`config.mk`:
```
export PLATFORM = sky130hd
export DESIGN_NAME = uart_tx_engine
export DESIGN_NICKNAME = d
export VERILOG_FILES = /design/src/rtl/uart_tx_engine.sv
export SDC_FILE = /design/constraint.sdc
export NUM_CORES = 1
export LEC_CHECK = 0
export BUFFER_PORTS_ARGS = -buffer_cell sky130_fd_sc_hd__buf_2
export CORE_MARGIN = 2
export CORE_UTILIZATION = 58
export CTS_CLUSTER_DIAMETER = 100
export DETAILED_ROUTE_END_ITERATION = 7
export HOLD_SLACK_MARGIN = 0.12
export PLACE_DENSITY = 0.78
export SYNTH_ARGS = -nofsm -noshare
export SYNTH_HDL_FRONTEND = slang
export SYNTH_SLANG_ARGS = --single-unit
```
`constraint.sdc`:
```
create_clock -name CLK -period 3.15 [get_ports CLK]
set_clock_uncertainty 0.1 [all_clocks]
set_input_delay 0.1575 -clock CLK [delete_from_list [all_inputs] [get_ports CLK]]
set_output_delay 0.1575 -clock CLK [all_outputs]
set_load 0.1 [all_outputs]
```
`src/rtl/uart_tx_engine.sv`:
```
// uart_tx_engine: UART serialiser fed by the TX control stage.
// Sends start bit, 8 data bits LSB first, an optional parity bit and 1 or 2 stop bits.
// Every bit is held for BIT_CYCLES clocks.
//
// Ports:
//   CLK          system clock, rising edge
//   RST          asynchronous active-high reset
//   TX_Data      byte to send, sampled only when a frame is accepted in IDLE
//   TX_En_Sig    level request, held high by the control stage until it sees TX_Done_Sig
//   TX_Done_Sig  one-cycle pulse in the cycle after the last stop bit ends
//   TX_Pin_Out   registered serial line, idle high
//   Busy_Sig     high from frame acceptance until the FSM is back in IDLE
module uart_tx_engine #(
    parameter int unsigned BIT_CYCLES = 5208,
    parameter int unsigned PARITY_EN  = 0,
    parameter int unsigned PARITY_ODD = 0,
    parameter int unsigned STOP_BITS  = 1
) (
    input  logic       CLK,
    input  logic       RST,
    input  logic [7:0] TX_Data,
    input  logic       TX_En_Sig,
    output logic       TX_Done_Sig,
    output logic       TX_Pin_Out,
    output logic       Busy_Sig
);

    localparam int unsigned     CntW     = (BIT_CYCLES > 1) ? $clog2(BIT_CYCLES) : 1;
    localparam logic [CntW-1:0] BaudLast = CntW'(BIT_CYCLES - 1);
    localparam logic [2:0]      StopLast = 3'(STOP_BITS - 1);
    localparam logic            ParEn    = (PARITY_EN != 0);
    localparam logic            ParOdd   = (PARITY_ODD != 0);

    typedef enum logic [2:0] {
        StIdle,
        StStart,
        StData,
        StParity,
        StStop,
        StWaitRel
    } state_e;

    state_e            state_q, state_d;
    logic [CntW-1:0]   baud_q, baud_d;
    logic [2:0]        bit_idx_q, bit_idx_d;
    logic [7:0]        shift_q, shift_d;
    logic              parity_q, parity_d;
    logic              pin_q, pin_d;
    logic              done_q, done_d;
    logic              busy_q, busy_d;
    logic              bit_end;

    always_comb begin
        state_d   = state_q;
        baud_d    = baud_q;
        bit_idx_d = bit_idx_q;
        shift_d   = shift_q;
        parity_d  = parity_q;
        done_d    = 1'b0;
        bit_end   = (baud_q == BaudLast);

        // Baud counter only runs while a bit is on the line.
        if (state_q inside {StStart, StData, StParity, StStop}) begin
            baud_d = bit_end ? '0 : baud_q + 1'b1;
        end

        unique case (state_q)
            StIdle: begin
                if (TX_En_Sig) begin
                    shift_d   = TX_Data;
                    parity_d  = (^TX_Data) ^ ParOdd;
                    baud_d    = '0;
                    bit_idx_d = 3'd0;
                    state_d   = StStart;
                end
            end
            StStart: begin
                if (bit_end) state_d = StData;
            end
            StData: begin
                if (bit_end) begin
                    shift_d = shift_q >> 1;
                    if (bit_idx_q == 3'd7) begin
                        bit_idx_d = 3'd0;
                        state_d   = ParEn ? StParity : StStop;
                    end else begin
                        bit_idx_d = bit_idx_q + 3'd1;
                    end
                end
            end
            StParity: begin
                if (bit_end) state_d = StStop;
            end
            StStop: begin
                if (bit_end) begin
                    if (bit_idx_q == StopLast) begin
                        bit_idx_d = 3'd0;
                        done_d    = 1'b1;
                        state_d   = StWaitRel;
                    end else begin
                        bit_idx_d = bit_idx_q + 3'd1;
                    end
                end
            end
            StWaitRel: begin
                // Wait for the control stage to drop its request so a held enable
                // cannot start a second frame.
                if (!TX_En_Sig) state_d = StIdle;
            end
            default: state_d = StIdle;
        endcase

        // Line is registered: derive it from the state being entered.
        unique case (state_d)
            StStart:  pin_d = 1'b0;
            StData:   pin_d = shift_d[0];
            StParity: pin_d = parity_d;
            default:  pin_d = 1'b1;
        endcase

        busy_d = (state_d != StIdle);
    end

    always_ff @(posedge CLK or posedge RST) begin
        if (RST) begin
            state_q   <= StIdle;
            baud_q    <= '0;
            bit_idx_q <= 3'd0;
            shift_q   <= 8'd0;
            parity_q  <= 1'b0;
            pin_q     <= 1'b1;
            done_q    <= 1'b0;
            busy_q    <= 1'b0;
        end else begin
            state_q   <= state_d;
            baud_q    <= baud_d;
            bit_idx_q <= bit_idx_d;
            shift_q   <= shift_d;
            parity_q  <= parity_d;
            pin_q     <= pin_d;
            done_q    <= done_d;
            busy_q    <= busy_d;
        end
    end

    assign TX_Pin_Out  = pin_q;
    assign TX_Done_Sig = done_q;
    assign Busy_Sig    = busy_q;

endmodule

```
# --- Yosys cells after proc, flatten, opt, wreduce, memory -nomap -nowiden ---
# Cells that the tools add are included.
# W data, S select, Z words.
totals:
  reg_bits: 31
  input_bits: 11
  output_inout_bits: 3
  wordCells: 61
op_classes:
  n_addsub: 2
  n_eq_ne: 13
  mux: 28
  n_reduce_logical: 9
op_table:
  columns: ["cell", "count"]
  rows:
  - ["$mux W13", 4]
  - ["$mux W3", 13]
  - ["$pmux W3 S6", 1]
  - ["$mux W8", 2]
  - ["$pmux W8 S2", 1]
  - ["$add A13 B1 Y13 const B", 1]
  - ["$eq A13 B13 Y1 const B", 1]
  - ["$eq A3 B2 Y1 const B", 4]
  - ["$eq A3 B3 Y1 const B", 3]
  - ["$pmux W3 S3", 1]
  - ["$reduce_xor A8 Y1", 1]
  - ["$eq A3 B1 Y1 const B", 2]
  - ["$logic_not A3 Y1", 2]
  - ["$ne A2 B2 Y1 const B", 3]
  - ["$reduce_bool A3 Y1", 2]
  - ["$mux W1", 5]
  - ["$reduce_and A4 Y1", 1]
  - ["$reduce_bool A4 Y1", 1]
  - ["$add A3 B1 Y3 const B", 1]
  - ["$pmux W1 S3", 1]
  - ["$reduce_and A3 Y1", 1]
  - ["$reduce_bool A2 Y1", 1]

# --- Longest topological paths before layout ---
depth:
  word_depth: 6
  ltp_mapped: 7
  mapped_depth_nobuf: 7

# --- Least setup slack after synthesis ---
# Ideal clock, no wire load.
synth_path:
  kind: "register -> register"
  from: "reg baud_q[8]"
  to: "reg busy_q (netlist: Busy_Sig)"
  setup_time_ps: 131
  arrival_time_ps: 2124
  required_time_ps: 2919
  slack_ps: 795
  stages_incl_launch_ff: 5
  period_less_slack_ps: 2355
  cell_sequence: "dfrtp_1 > or4b_4 > or3_4 > o311a_4 > or3_1"
synth_between:
  elab_chain_len: 4
  elab_cells_between_ends: 7
  cone_classes: "1 x eq/ne; 5 x mux; 1 x reduce/logical"
synth_rtl:
  columns: ["element", "line_no", "text"]
  rows:
  - ["start, declared", "44", "logic [CntW-1:0] baud_q, baud_d;"]
  - ["start signal, assigned", "136", "baud_q <= baud_d;"]
  - ["$eq A13 B13 Y1 *", "60", "bit_end = (baud_q == BaudLast);"]
  - ["$mux W3, on equally long branches", null, null]
  - ["$pmux W3 S6 *", "67", "unique case (state_q)"]
  - ["net state_d[1]", "43", "state_e state_q, state_d;"]
  - ["$reduce_bool A3 Y1 *", "121", "busy_d = (state_d != StIdle);"]
  - ["net busy_d", "50", "logic busy_q, busy_d;"]
  - ["end signal, assigned", "142", "busy_q <= busy_d;"]
  - ["end, declared", "50", null]
# The timed path passes the listed nets; every way through them passes the cells marked *.
# A chain may end at the register's enable or synchronous reset.

# --- Worst setup path after layout ---
layout_path:
  from: "reg state_q[0]"
  to: "reg pin_q (netlist: TX_Pin_Out)"
layout_between:
  elab_cells_between_ends: 21
  cone_classes: "8 x eq/ne; 12 x mux; 1 x reduce/logical"
layout_lines:
  columns: ["element", "line_no", "text"]
  rows:
  - ["start, declared", "43", null]
  - ["start signal, assigned", "126", "state_q <= StIdle;"]
  - ["start signal, assigned", "135", "state_q <= state_d;"]
  - ["$eq A3 B2 Y1 / $logic_not A3 Y1 (equally long branches)", "67", null]
  - ["$pmux W8 S2 *", "67", null]
  - ["net shift_d[0]", "46", "logic [7:0] shift_q, shift_d;"]
  - ["$pmux W1 S3 *", "114", "unique case (state_d)"]
  - ["net pin_d", "48", "logic pin_q, pin_d;"]
  - ["end signal, assigned", "140", "pin_q <= pin_d;"]
  - ["end, declared", "48", null]
# Marked as above.

==> results.py <==
metrics = {
    "run_status": {
        "outcome": "finished, final reports clean",
    },
    "die": {
        "initial_core_util_pct": 61.4,
        "io_pins": 14,
        "core-area_sq_um": 2780,
        "rows": 19,
        "fp.dieArea_sq_um": 3400,
        "die_w_microns": 58.3,
        "die_y_microns": 58.3,
    },
    "timing": {
        "whs_ns": 0.123,
        "rsz0062_at_grt": "false",
        "tns_ns": 0,
        "fin_crit_sh_pct": 77.4,
        "timing.final.ws_setup_ns": 0.712,
        "max-slew-margin-rel_pct": 23.0,
        "finalSetupViolations": 0,
        "worst_pin_slew_ns": 1.15,
        "finalMaxSlewViolations": 0,
        "fmax_mhz": 410,
        "hold_violations": 0,
        "finalCriticalPeriod_ns": 2.44,
    },
    "global_routing": {
        "antenna_found_initial": 0,
        "globalRouteOverflowTotal": 0,
        "grt_max_degree": 32,
        "grt_pass1_vias": 1365,
        "track_usage_pct": 23.4,
        "grt_pass1_wl_microns": 6020,
    },
    "route": {
        "viasPerCell": 5.79,
        "routedWlPerCell_microns": 14.4,
        "drtIter0Drc": 38,
        "ant_nets": 0,
        "drc": 0,
        "drt_pass1_iterations": 4,
        "routed-via-count": 1348,
        "routed_wl_microns": 3360,
    },
    "logic_synthesis": {
        "yosysSeqAreaShare_pct": 45.5,
        "postSynthCellCount": 179,
        "synth_cell_types": 42,
        "synth-edff-count": 0,
        "async_flop_share_pct": 100,
        "ys_ff_latch": 31,
        "synthesis.area_sq_um": 1710,
        "synth.avg_cell_area_sq_um": 9.55,
        "synth_nets": 194,
        "yosysWarnings": 0,
        "synthFlopType": "dfrtp_1",
    },
    "pwr": {
        "sw_frac_of_total_pct": 40.8,
        "p_clk_share_pct": 15.3,
        "power_per_cell_area_nw_per_um2": 700,
        "p_comb_share_pct": 37.8,
        "p_switching_uw": 553,
        "peakVddDrop_mv": 0.631,
        "seqPwrFrac_pct": 46.8,
        "p_int_uw": 802,
        "leakage_uw": 0.000852,
    },
    "placed_design": {
        "dpl.hpwl_microns": 2320,
        "place_ws_ns": 0.691,
        "placed_cells": 218,
        "place.gp.congestion": 0.831,
        "io_buffer_count": 13,
    },
    "clock_network": {
        "ctsResizeCount": 0,
        "clk_pin_slew_ns": 0.10,
        "clk_path_buf_depth": 2,
        "holdBufCountCts": 9,
        "clock_sinks": 31,
        "cts_made_buffers": 5,
        "clock_latency_ns": 0.33,
        "cts_setup_buffers": 0,
        "cts_tree": "yes",
        "root_buffer": "clkbuf_4",
        "cts_htree_levels": 2,
    },
    "cells_and_area": {
        "ff_latch_area_sq_um": 777,
        "antenna_cells": 0,
        "final_nets": 218,
        "mostFrequentLayoutCell": "dfrtp_1",
        "multi_input_area_sq_um": 871,
        "layout.cells.non_filler": 233,
        "drive_gt1_share_pct": 13.9,
        "area_delta_synth_final_pct": 13.3,
        "fin_util_pct": 69.6,
        "final_cell_mix": "30 x dfrtp_1, 21 x nand2_1, 17 x nor2_1, 14 x xnor2_1, 13 x buf_2",
        "nFillCells": 221,
    },
    "setup_path": {
        "cpPeakStageDelay_ns": 0.53,
        "critical-path-slowest-cell": "dfrtp_1",
        "worstPathCellList": "or3b_1 > nor4_4 > o221ai_1 > nor4b_1 > a221oi_2",
        "cp_max_fo": 14,
        "critPathLaunchType": "flop",
        "path_buf_inv": 0,
        "endpoint_kind": "flop",
        "worst_ep_arrival_time_ns": 2.59,
        "cp.required_ns": 3.30,
        "crit_type": "reg -> reg",
        "path_delay_family": "simple AND/OR/NAND/NOR gates",
    },
    "run": {
        "maxCapViolCount": 0,
    },
    "worst_hold_path": {
        "hold_path_class": "in -> reg",
    },
}
==> power by group through the flow <==
stage          Sequential (uW)  Combinational (uW)  Clock (uW)
3_5_place_dp               645                 500           0
6_report                   635                 513         208
5_1_grt                    655                 574         224
2_1_floorplan              696                 343           0
4_1_cts                    636                 511         212
3_3_place_gp               635                 485           0
==> worst register-to-register path, stage by stage, from the launching register on <==
cell,delay [ns]
dfrtp_1,0.53
or3b_1,0.49
nor4_4,0.53
o221ai_1,0.23
nor4b_1,0.41
a221oi_2,0.06
==> synth_stat cells, drive strengths merged, types with 4 or more instances <==
master / n / share of area, %
ha: 4 / 2.9
nor3: 6 / 1.8
a21o: 4 / 1.8
a22oi: 6 / 2.6
o21ai: 5 / 1.5
inv: 12 / 2.6
dfrtp: 30 / 44
nor2: 17 / 3.7
or3: 8 / 3.2
xnor2: 14 / 7.2
clkbuf: 6 / 1.3
nand2b: 5 / 1.8
nand2: 21 / 4.6
a21oi: 6 / 1.8
==> routing by layer <==
| layer | vias to the layer above | routed length, microns | track usage (%) |
|---|---|---|---|
| met5 | - | 0 | 0 |
| met4 | 0 | 40 | 7.97 |
| met3 | 5 | 139 | 4.69 |
| met2 | 29 | 1560 | 38.0 |
| met1 | 649 | 1630 | 31.1 |
| li1 | 665 | - | - |
==> path summary, 6_finish.rpt <==
check | startpoint | to | slack, ns | cells past startpoint
min | TX_En_Sig | state_q[2] | 0.12 | 4
min in group asynchronous | RST | bit_idx_q[0] | 0.57 | 3
max in group asynchronous | RST | shift_q[1] | 1.68 | 3
max reg2reg | state_q[0] | TX_Pin_Out | 0.71 | 5
max | state_q[0] | TX_Pin_Out | 0.71 | 5
min reg2reg | shift_q[1] | shift_q[1] | 0.38 | 2
==> final cells by class <==
type	count	share of cell area, %
Inverter	12	2.33
Clock buffer	6	2.13
Sequential cell	31	40.1
Multi-Input combinational cell	130	45.0
Timing Repair Buffer	23	8.40
Tap cell	31	2.00
==> per-stage QoR <==
step | power [uW] | cell area [sq um]
after floorplan | 1040 | 1710
after global placement | 1120 | 1800
after detailed placement | 1140 | 1800
after CTS | 1360 | 1940
after global routing | 1450 | 1940
final | 1350 | 1940
==> registers in the layout, summed over array words and instances, names as in the netlist <==
signal / cells
state_q: 3
TX_Done_Sig: 1
TX_Pin_Out: 1
Busy_Sig: 1
bit_idx_q: 3
shift_q: 8
parity_q: 1
baud_q: 13
==> cell families after synthesis <==
kind of cell	count (synthesis)	synth area share (%)
and+or+nand+nor	77	24.6
DFF	31	45.5
AOI/OAI and AO/OA	30	13.1
buffers and inverters	18	3.95
xor gates and xnor gates	17	8.71
adders and majority gates	4	2.93
muxes	2	1.24
Note: power is estimated with default switching activity, not from simulation.
